`src/rtl/dx_pkg.sv`:
```
// Shared definitions for the D/X stage: opcodes, field slices, writer/source
// classification and the select/match bundles.
package dx_pkg;

  localparam logic [4:0] OP_RTYPE = 5'b00000;
  localparam logic [4:0] OP_ADDI  = 5'b00101;
  localparam logic [4:0] OP_LW    = 5'b01000;
  localparam logic [4:0] OP_SW    = 5'b00111;
  localparam logic [4:0] OP_BNE   = 5'b00010;
  localparam logic [4:0] OP_BLT   = 5'b00110;

  localparam logic [31:0] NOP = 32'h0;

  typedef struct packed {
    logic rs;
    logic rt;
    logic rd;
  } src_match_t;

  typedef struct packed {
    logic mx_rs;
    logic wx_rs;
    logic mx_rt;
    logic wx_rt;
    logic mx_rd;
    logic wx_rd;
  } byp_sel_t;

  function automatic logic [4:0] f_op(input logic [31:0] i);
    return i[31:27];
  endfunction

  function automatic logic [4:0] f_rd(input logic [31:0] i);
    return i[26:22];
  endfunction

  function automatic logic [4:0] f_rs(input logic [31:0] i);
    return i[21:17];
  endfunction

  function automatic logic [4:0] f_rt(input logic [31:0] i);
    return i[16:12];
  endfunction

  // A write to r0 is discarded, so it never creates a dependency.
  function automatic logic writes_rd(input logic [31:0] i);
    return ((f_op(i) == OP_RTYPE) || (f_op(i) == OP_ADDI) || (f_op(i) == OP_LW))
           && (f_rd(i) != 5'd0);
  endfunction

  function automatic logic uses_rd(input logic [31:0] i);
    return (f_op(i) == OP_SW) || (f_op(i) == OP_BNE) || (f_op(i) == OP_BLT);
  endfunction

  function automatic logic uses_rt(input logic [31:0] i);
    return f_op(i) == OP_RTYPE;
  endfunction

  function automatic logic uses_rs(input logic [31:0] i);
    return uses_rt(i) || uses_rd(i) || (f_op(i) == OP_ADDI) || (f_op(i) == OP_LW);
  endfunction

endpackage

```
`src/rtl/dx_stage_if.sv`:
```
// Bus between fetch/decode, register file, execute and the D/X stage.
interface dx_stage_if;
  logic [31:0] instruction_fd;
  logic [31:0] pc_fd;
  logic [31:0] rs_val;
  logic [31:0] rt_val;
  logic [31:0] instruction_xm;
  logic        branch_taken;
  logic [31:0] instruction_dx;
  logic [31:0] pc_dx;
  logic [31:0] val1_dx;
  logic [31:0] val2_dx;
  logic        mx_rd_rs, wx_rd_rs, mx_rd_rt, wx_rd_rt, mx_rd_rd, wx_rd_rd;
  logic        stall_fd;
  logic [15:0] stall_count;

  modport master (
    output instruction_fd, pc_fd, rs_val, rt_val, instruction_xm, branch_taken,
    input  instruction_dx, pc_dx, val1_dx, val2_dx,
           mx_rd_rs, wx_rd_rs, mx_rd_rt, wx_rd_rt, mx_rd_rd, wx_rd_rd,
           stall_fd, stall_count
  );

  modport slave (
    input  instruction_fd, pc_fd, rs_val, rt_val, instruction_xm, branch_taken,
    output instruction_dx, pc_dx, val1_dx, val2_dx,
           mx_rd_rs, wx_rd_rs, mx_rd_rt, wx_rd_rt, mx_rd_rd, wx_rd_rd,
           stall_fd, stall_count
  );
endinterface

```
`src/rtl/dx_stage_hazard_cmp.sv`:
```
// Per-source RAW match of a consumer instruction against one producer.
module hazard_cmp
  import dx_pkg::*;
(
  input  logic [31:0] prod_instr,
  input  logic [31:0] cons_instr,
  output src_match_t  match
);
  logic       wr;
  logic [4:0] dst;

  assign wr  = writes_rd(prod_instr);
  assign dst = f_rd(prod_instr);

  // wr already excludes r0, so no separate zero check is needed here.
  always_comb begin
    match    = '0;
    match.rs = wr && uses_rs(cons_instr) && (f_rs(cons_instr) == dst);
    match.rt = wr && uses_rt(cons_instr) && (f_rt(cons_instr) == dst);
    match.rd = wr && uses_rd(cons_instr) && (f_rd(cons_instr) == dst);
  end
endmodule

```
`src/rtl/dx_stage.sv`:
```
// D/X pipeline latch with load-use stall, branch squash and registered bypass
// selects. Define DX_BYPASS_EN for forwarding; otherwise full interlock.
module dx_stage
  import dx_pkg::*;
(
  input logic       clk,
  input logic       reset,
  dx_stage_if.slave bus
);
  logic [31:0] instr_q, instr_d;
  logic [31:0] pc_q, pc_d;
  logic [31:0] val1_q, val1_d;
  logic [31:0] val2_q, val2_d;
  logic [15:0] cnt_q, cnt_d;
  byp_sel_t    sel_q, sel_d, sel_nxt;
  src_match_t  m_dx, m_xm;
  logic        stall;

  hazard_cmp u_cmp_dx (.prod_instr(instr_q),            .cons_instr(bus.instruction_fd), .match(m_dx));
  hazard_cmp u_cmp_xm (.prod_instr(bus.instruction_xm), .cons_instr(bus.instruction_fd), .match(m_xm));

`ifdef DX_BYPASS_EN
  // Only a load in D/X cannot be forwarded in time; everything else bypasses.
  assign stall = (f_op(instr_q) == OP_LW) && (m_dx != '0);

  always_comb begin
    sel_nxt       = '0;
    sel_nxt.mx_rs = m_dx.rs;
    sel_nxt.wx_rs = m_xm.rs & ~m_dx.rs;
    sel_nxt.mx_rt = m_dx.rt;
    sel_nxt.wx_rt = m_xm.rt & ~m_dx.rt;
    sel_nxt.mx_rd = m_dx.rd;
    sel_nxt.wx_rd = m_xm.rd & ~m_dx.rd;
  end
`else
  assign stall   = (m_dx != '0) || (m_xm != '0);
  assign sel_nxt = '0;
`endif

  always_comb begin
    instr_d = instr_q;
    pc_d    = pc_q;
    val1_d  = val1_q;
    val2_d  = val2_q;
    sel_d   = sel_q;
    cnt_d   = cnt_q;
    if (bus.branch_taken) begin
      instr_d = NOP;
      pc_d    = '0;
      val1_d  = '0;
      val2_d  = '0;
      sel_d   = '0;
    end else if (stall) begin
      instr_d = NOP;
      pc_d    = '0;
      val1_d  = '0;
      val2_d  = '0;
      sel_d   = '0;
      if (cnt_q != 16'hFFFF) cnt_d = cnt_q + 16'd1;
    end else begin
      instr_d = bus.instruction_fd;
      pc_d    = bus.pc_fd;
      val1_d  = bus.rs_val;
      val2_d  = bus.rt_val;
      sel_d   = sel_nxt;
    end
  end

  always_ff @(posedge clk or posedge reset) begin
    if (reset) begin
      instr_q <= NOP;
      pc_q    <= '0;
      val1_q  <= '0;
      val2_q  <= '0;
      sel_q   <= '0;
      cnt_q   <= '0;
    end else begin
      instr_q <= instr_d;
      pc_q    <= pc_d;
      val1_q  <= val1_d;
      val2_q  <= val2_d;
      sel_q   <= sel_d;
      cnt_q   <= cnt_d;
    end
  end

  assign bus.instruction_dx = instr_q;
  assign bus.pc_dx          = pc_q;
  assign bus.val1_dx        = val1_q;
  assign bus.val2_dx        = val2_q;
  assign bus.mx_rd_rs       = sel_q.mx_rs;
  assign bus.wx_rd_rs       = sel_q.wx_rs;
  assign bus.mx_rd_rt       = sel_q.mx_rt;
  assign bus.wx_rd_rt       = sel_q.wx_rt;
  assign bus.mx_rd_rd       = sel_q.mx_rd;
  assign bus.wx_rd_rd       = sel_q.wx_rd;
  assign bus.stall_fd       = stall;
  assign bus.stall_count    = cnt_q;
endmodule

```
`src/flat_wrapper.sv`:
```
// flat-port wrapper written by rule: the top's interface ports become plain ports
module dx_stage_flat import dx_pkg::*;
  (clk, reset, bus_instruction_fd, bus_pc_fd, bus_rs_val, bus_rt_val, bus_instruction_xm, bus_branch_taken, bus_instruction_dx, bus_pc_dx, bus_val1_dx, bus_val2_dx, bus_mx_rd_rs, bus_wx_rd_rs, bus_mx_rd_rt, bus_wx_rd_rt, bus_mx_rd_rd, bus_wx_rd_rd, bus_stall_fd, bus_stall_count);
  dx_stage_if bus_i ();
  input logic clk;
  input logic reset;
  input wire logic [$bits(bus_i.instruction_fd)-1:0] bus_instruction_fd;
  input wire logic [$bits(bus_i.pc_fd)-1:0] bus_pc_fd;
  input wire logic [$bits(bus_i.rs_val)-1:0] bus_rs_val;
  input wire logic [$bits(bus_i.rt_val)-1:0] bus_rt_val;
  input wire logic [$bits(bus_i.instruction_xm)-1:0] bus_instruction_xm;
  input wire logic [$bits(bus_i.branch_taken)-1:0] bus_branch_taken;
  output wire logic [$bits(bus_i.instruction_dx)-1:0] bus_instruction_dx;
  output wire logic [$bits(bus_i.pc_dx)-1:0] bus_pc_dx;
  output wire logic [$bits(bus_i.val1_dx)-1:0] bus_val1_dx;
  output wire logic [$bits(bus_i.val2_dx)-1:0] bus_val2_dx;
  output wire logic [$bits(bus_i.mx_rd_rs)-1:0] bus_mx_rd_rs;
  output wire logic [$bits(bus_i.wx_rd_rs)-1:0] bus_wx_rd_rs;
  output wire logic [$bits(bus_i.mx_rd_rt)-1:0] bus_mx_rd_rt;
  output wire logic [$bits(bus_i.wx_rd_rt)-1:0] bus_wx_rd_rt;
  output wire logic [$bits(bus_i.mx_rd_rd)-1:0] bus_mx_rd_rd;
  output wire logic [$bits(bus_i.wx_rd_rd)-1:0] bus_wx_rd_rd;
  output wire logic [$bits(bus_i.stall_fd)-1:0] bus_stall_fd;
  output wire logic [$bits(bus_i.stall_count)-1:0] bus_stall_count;
  assign bus_i.instruction_fd = bus_instruction_fd;
  assign bus_i.pc_fd = bus_pc_fd;
  assign bus_i.rs_val = bus_rs_val;
  assign bus_i.rt_val = bus_rt_val;
  assign bus_i.instruction_xm = bus_instruction_xm;
  assign bus_i.branch_taken = bus_branch_taken;
  assign bus_instruction_dx = bus_i.instruction_dx;
  assign bus_pc_dx = bus_i.pc_dx;
  assign bus_val1_dx = bus_i.val1_dx;
  assign bus_val2_dx = bus_i.val2_dx;
  assign bus_mx_rd_rs = bus_i.mx_rd_rs;
  assign bus_wx_rd_rs = bus_i.wx_rd_rs;
  assign bus_mx_rd_rt = bus_i.mx_rd_rt;
  assign bus_wx_rd_rt = bus_i.wx_rd_rt;
  assign bus_mx_rd_rd = bus_i.mx_rd_rd;
  assign bus_wx_rd_rd = bus_i.wx_rd_rd;
  assign bus_stall_fd = bus_i.stall_fd;
  assign bus_stall_count = bus_i.stall_count;
  dx_stage u_core (.clk(clk), .reset(reset), .bus(bus_i));
endmodule
```
`config.mk`:
```
export PLATFORM = sky130hd
export DESIGN_NAME = dx_stage_flat
export DESIGN_NICKNAME = d
export VERILOG_FILES = /design/src/rtl/dx_pkg.sv /design/src/rtl/dx_stage_if.sv /design/src/rtl/dx_stage_hazard_cmp.sv /design/src/rtl/dx_stage.sv /design/src/flat_wrapper.sv
export SDC_FILE = /design/constraint.sdc
export NUM_CORES = 1
export LEC_CHECK = 0
export CORE_ASPECT_RATIO = 0.75
export CORE_UTILIZATION = 38
export DETAILED_ROUTE_END_ITERATION = 12
export GPL_TIMING_DRIVEN = 0
export HOLD_SLACK_MARGIN = 0.06
export PLACE_DENSITY = 0.81
export SLEW_MARGIN = 5
export SYNTH_ARGS = -nofsm -noshare
export SYNTH_HDL_FRONTEND = slang
export SYNTH_HIERARCHICAL = 1
export SYNTH_SLANG_ARGS = --single-unit
```
`constraint.sdc`:
```
create_clock -name clk -period 5.72 [get_ports clk]
set_clock_uncertainty 0.05 [all_clocks]
set_input_delay 0.572 -clock clk [delete_from_list [all_inputs] [get_ports clk]]
set_output_delay 0.572 -clock clk [all_outputs]
set_load 0.01 [all_outputs]
```
==> impl_metrics.py <==
metrics = {
    "run_status": {
        "status": "complete, no violations",
    },
    "synth": {
        "netlist_area_mm2": 0.00539,
        "syn-instance-count": 419,
        "syn_area_per_cell_um2": 12.9,
        "synth_warnings": 6,
        "ys_ff_latch": 144,
        "yosys.cell_types.count": 28,
        "yosysSeqAreaShare": 0.668,
        "async_flop_share": 1.00,
        "synth_edf_count": 0,
        "synth_ff_type": "dfrtp_1",
    },
    "power": {
        "p_leak_uw": 0.00398,
        "p_clk_frac": 0.436,
        "switching_power_uw": 557,
        "seq_power_share": 0.429,
        "p_int_uw": 1970,
        "sw_frac_of_total": 0.220,
        "power_frac_comb": 0.134,
        "ir_drop_v": 0.000217,
        "pwr_density_cell_mw_per_mm2": 278,
    },
    "cells_and_area": {
        "drive_above_1_share": 0.0567,
        "finish.instance_area_mm2": 0.00911,
        "fin_cells": 917,
        "final_common_cell": "clkdlybuf4s50_1",
        "post-route-util": 0.660,
        "most-common-layout-cells": "clkdlybuf4s50_1, dfrtp_1, and2_1, xor2_1, xnor2_1",
        "final_nets": 893,
        "syn2layout_area_growth_pct": 68.9,
    },
    "timing": {
        "setup_violations": 0,
        "post-route-min-period_ns": 3.59,
        "setup_tns_ns": 0,
        "slew_headroom": 0.549,
        "hold_viol_final": 0,
        "worst_pin_slew_ns": 0.676,
        "slew_violations": 0,
        "fin_hold_ws_ns": 0.458,
        "finalCritPeriodShare": 0.627,
        "grt_setup_unrepaired": "false",
        "timing.fmax_mhz": 279,
    },
    "grt": {
        "top_usage_layer": "met2",
        "grt_pass1_vias": 4472,
        "grt_max_degree": 78,
        "antenna_found_initial": 1,
        "grt_usage": 0.214,
        "grt.overflow.total": 0,
        "use_met2": 0.359,
        "grtUsageMet3": 0.0807,
        "grt_pass1_wl_um": 23700,
        "grt_use_met1": 0.245,
    },
    "setup_path": {
        "crit_required_ns": 5.10,
        "cp-end-kind": "primary output",
        "cp-startpoint": "bus_instruction_xm[23]",
        "worstPathArrival_ns": 2.96,
        "path_class": "in2out",
        "r2r_start": "u_core/bus.instruction_dx[24]",
        "critical_path.max_fanout": 4,
        "crit_path_start_kind": "primary input",
    },
    "cts": {
        "cts.clk_slew.worst_paths_ns": 0.06,
        "clock_latency_ns": 0.41,
        "post_cts_resized": 0,
        "clock_sinks": 144,
        "cts_buffers": 17,
        "cts_max_path_buffers": 2,
        "cts_root_buf": "clkbuf_16",
        "postCtsSetupRepairBufs": 0,
        "cts_max_level": 4,
        "cts_tree": "built",
        "hold_buffers": 0,
    },
    "die": {
        "rows": 37,
        "die_h_um": 105,
        "dieArea_mm2": 0.0147,
        "die-width_um": 140,
        "core_mm2": 0.0138,
        "pin_count": 314,
        "start_util": 0.391,
    },
    "detailed_routing": {
        "dr_total_vias": 4180,
        "antenna_violating_nets_post_route": 0,
        "drt_pass1_iterations": 4,
        "viasPerCell": 4.56,
        "first_iter_violations": 211,
        "wl_per_cell_um": 16.4,
        "drt-total-wl_um": 15100,
        "drc_errors": 0,
    },
    "worst_hold_path": {
        "hp-class": "reg2reg",
        "worstHoldStart": "u_core/bus.stall_count[15]",
    },
    "place": {
        "place_inst": 885,
        "hpwlAfterDp_um": 11200,
        "gp_congestion": 0.876,
        "placed_cell_area_mm2": 0.00852,
        "port_buffers": 285,
    },
    "run": {
        "max-cap-violations": 0,
    },
}
[registers in the layout (all words and copies together), names as in the netlist]
signal and flops:
u_core/bus.instruction_dx 32, u_core/bus.pc_dx 32, u_core/bus.val1_dx 32, u_core/bus.val2_dx 32
u_core/bus.stall_count 16
[worst max-delay path: stages]
cell             delay (ns)
clkdlybuf4s50_1        0.53
or4_4                  0.58
o211ai_2               0.20
nor4_1                 0.09
nor4_1                 0.36
nand2_1                0.12
clkdlybuf4s50_1        0.51
[synth_stat cells (5+ instances only)]
master	n	area (um2)
xnor2_1	21	184
and2_1	129	807
nor3_1	12	60.1
dfrtp_1	144	3600
clkbuf_1	14	52.6
nor4_1	7	43.8
a21oi_1	5	25.0
nand3_1	6	30.0
xor2_1	23	201
nor2_1	5	18.8
nand2_1	11	41.3
nand4_1	8	50.1
buf_4	6	45.0
[metrics by stage]
step	total power [uW]	worst slack [ns]
5_1_grt	2630	2.02
6_report	2530	2.13
2_1_floorplan	1210	1.23
4_1_cts	2560	2.13
3_3_place_gp	1430	-0.439
3_5_place_dp	1440	1.84
[cell families (layout without fill, tap and decap cells)]
group / Yosys count / count (layout) / share of synthesized area
and+or+nand+nor: 192 / 192 / 0.217
DFF: 144 / 144 / 0.668
xor gates and xnor gates: 44 / 44 / 0.0715
buffers and inverters: 24 / 341 / 0.0223
AOI/OAI and AO/OA: 11 / 11 / 0.0144
muxes: 2 / 2 / 0.00371
adders and majority gates: 1 / 1 / 0.00232
other: 1 / 7 / 0.000695
[layout make-up]
type / instances / area, um2
plain buffers: 21 / 109
flip-flops and latches: 144 / 3600
repair buffers: 286 / 2880
diodes: 1 / 2.50
clock inverters: 9 / 134
fillers: 1010 / 4690
clock buffers: 22 / 454
inverters: 3 / 16.3
well taps: 175 / 219
multi-input cells: 256 / 1690
[power by group through the flow]
stage	clock, uW	sequential, uW	combinational, uW
after global placement	0	1100	331
after global routing	1170	1090	364
final	1100	1090	339
after floorplan	0	1130	84.2
after CTS	1130	1090	343
after detailed placement	0	1100	340
[routing by layer]
metal,part of all wire,vias to the layer above
met3,0.082,17
met2,0.50,195
met5,0,-
met1,0.40,2008
met4,0.017,0
li1,-,1960
[path summary, 6_finish.rpt]
check	to	slack, ns	depth (start not counted)
worst max-delay path	bus_stall_fd	2.13	7
worst min-delay path	u_core/bus.stall_count[15]	0.46	1
worst max register to register	u_core/bus.instruction_dx[0]	2.56	9
worst min register to register	u_core/bus.stall_count[15]	0.46	1
max in group asynchronous	u_core/bus.val2_dx[18]	4.26	3
min in group asynchronous	u_core/bus.stall_count[11]	0.58	2
No activity file was read; power rests on OpenSTA's default activity.
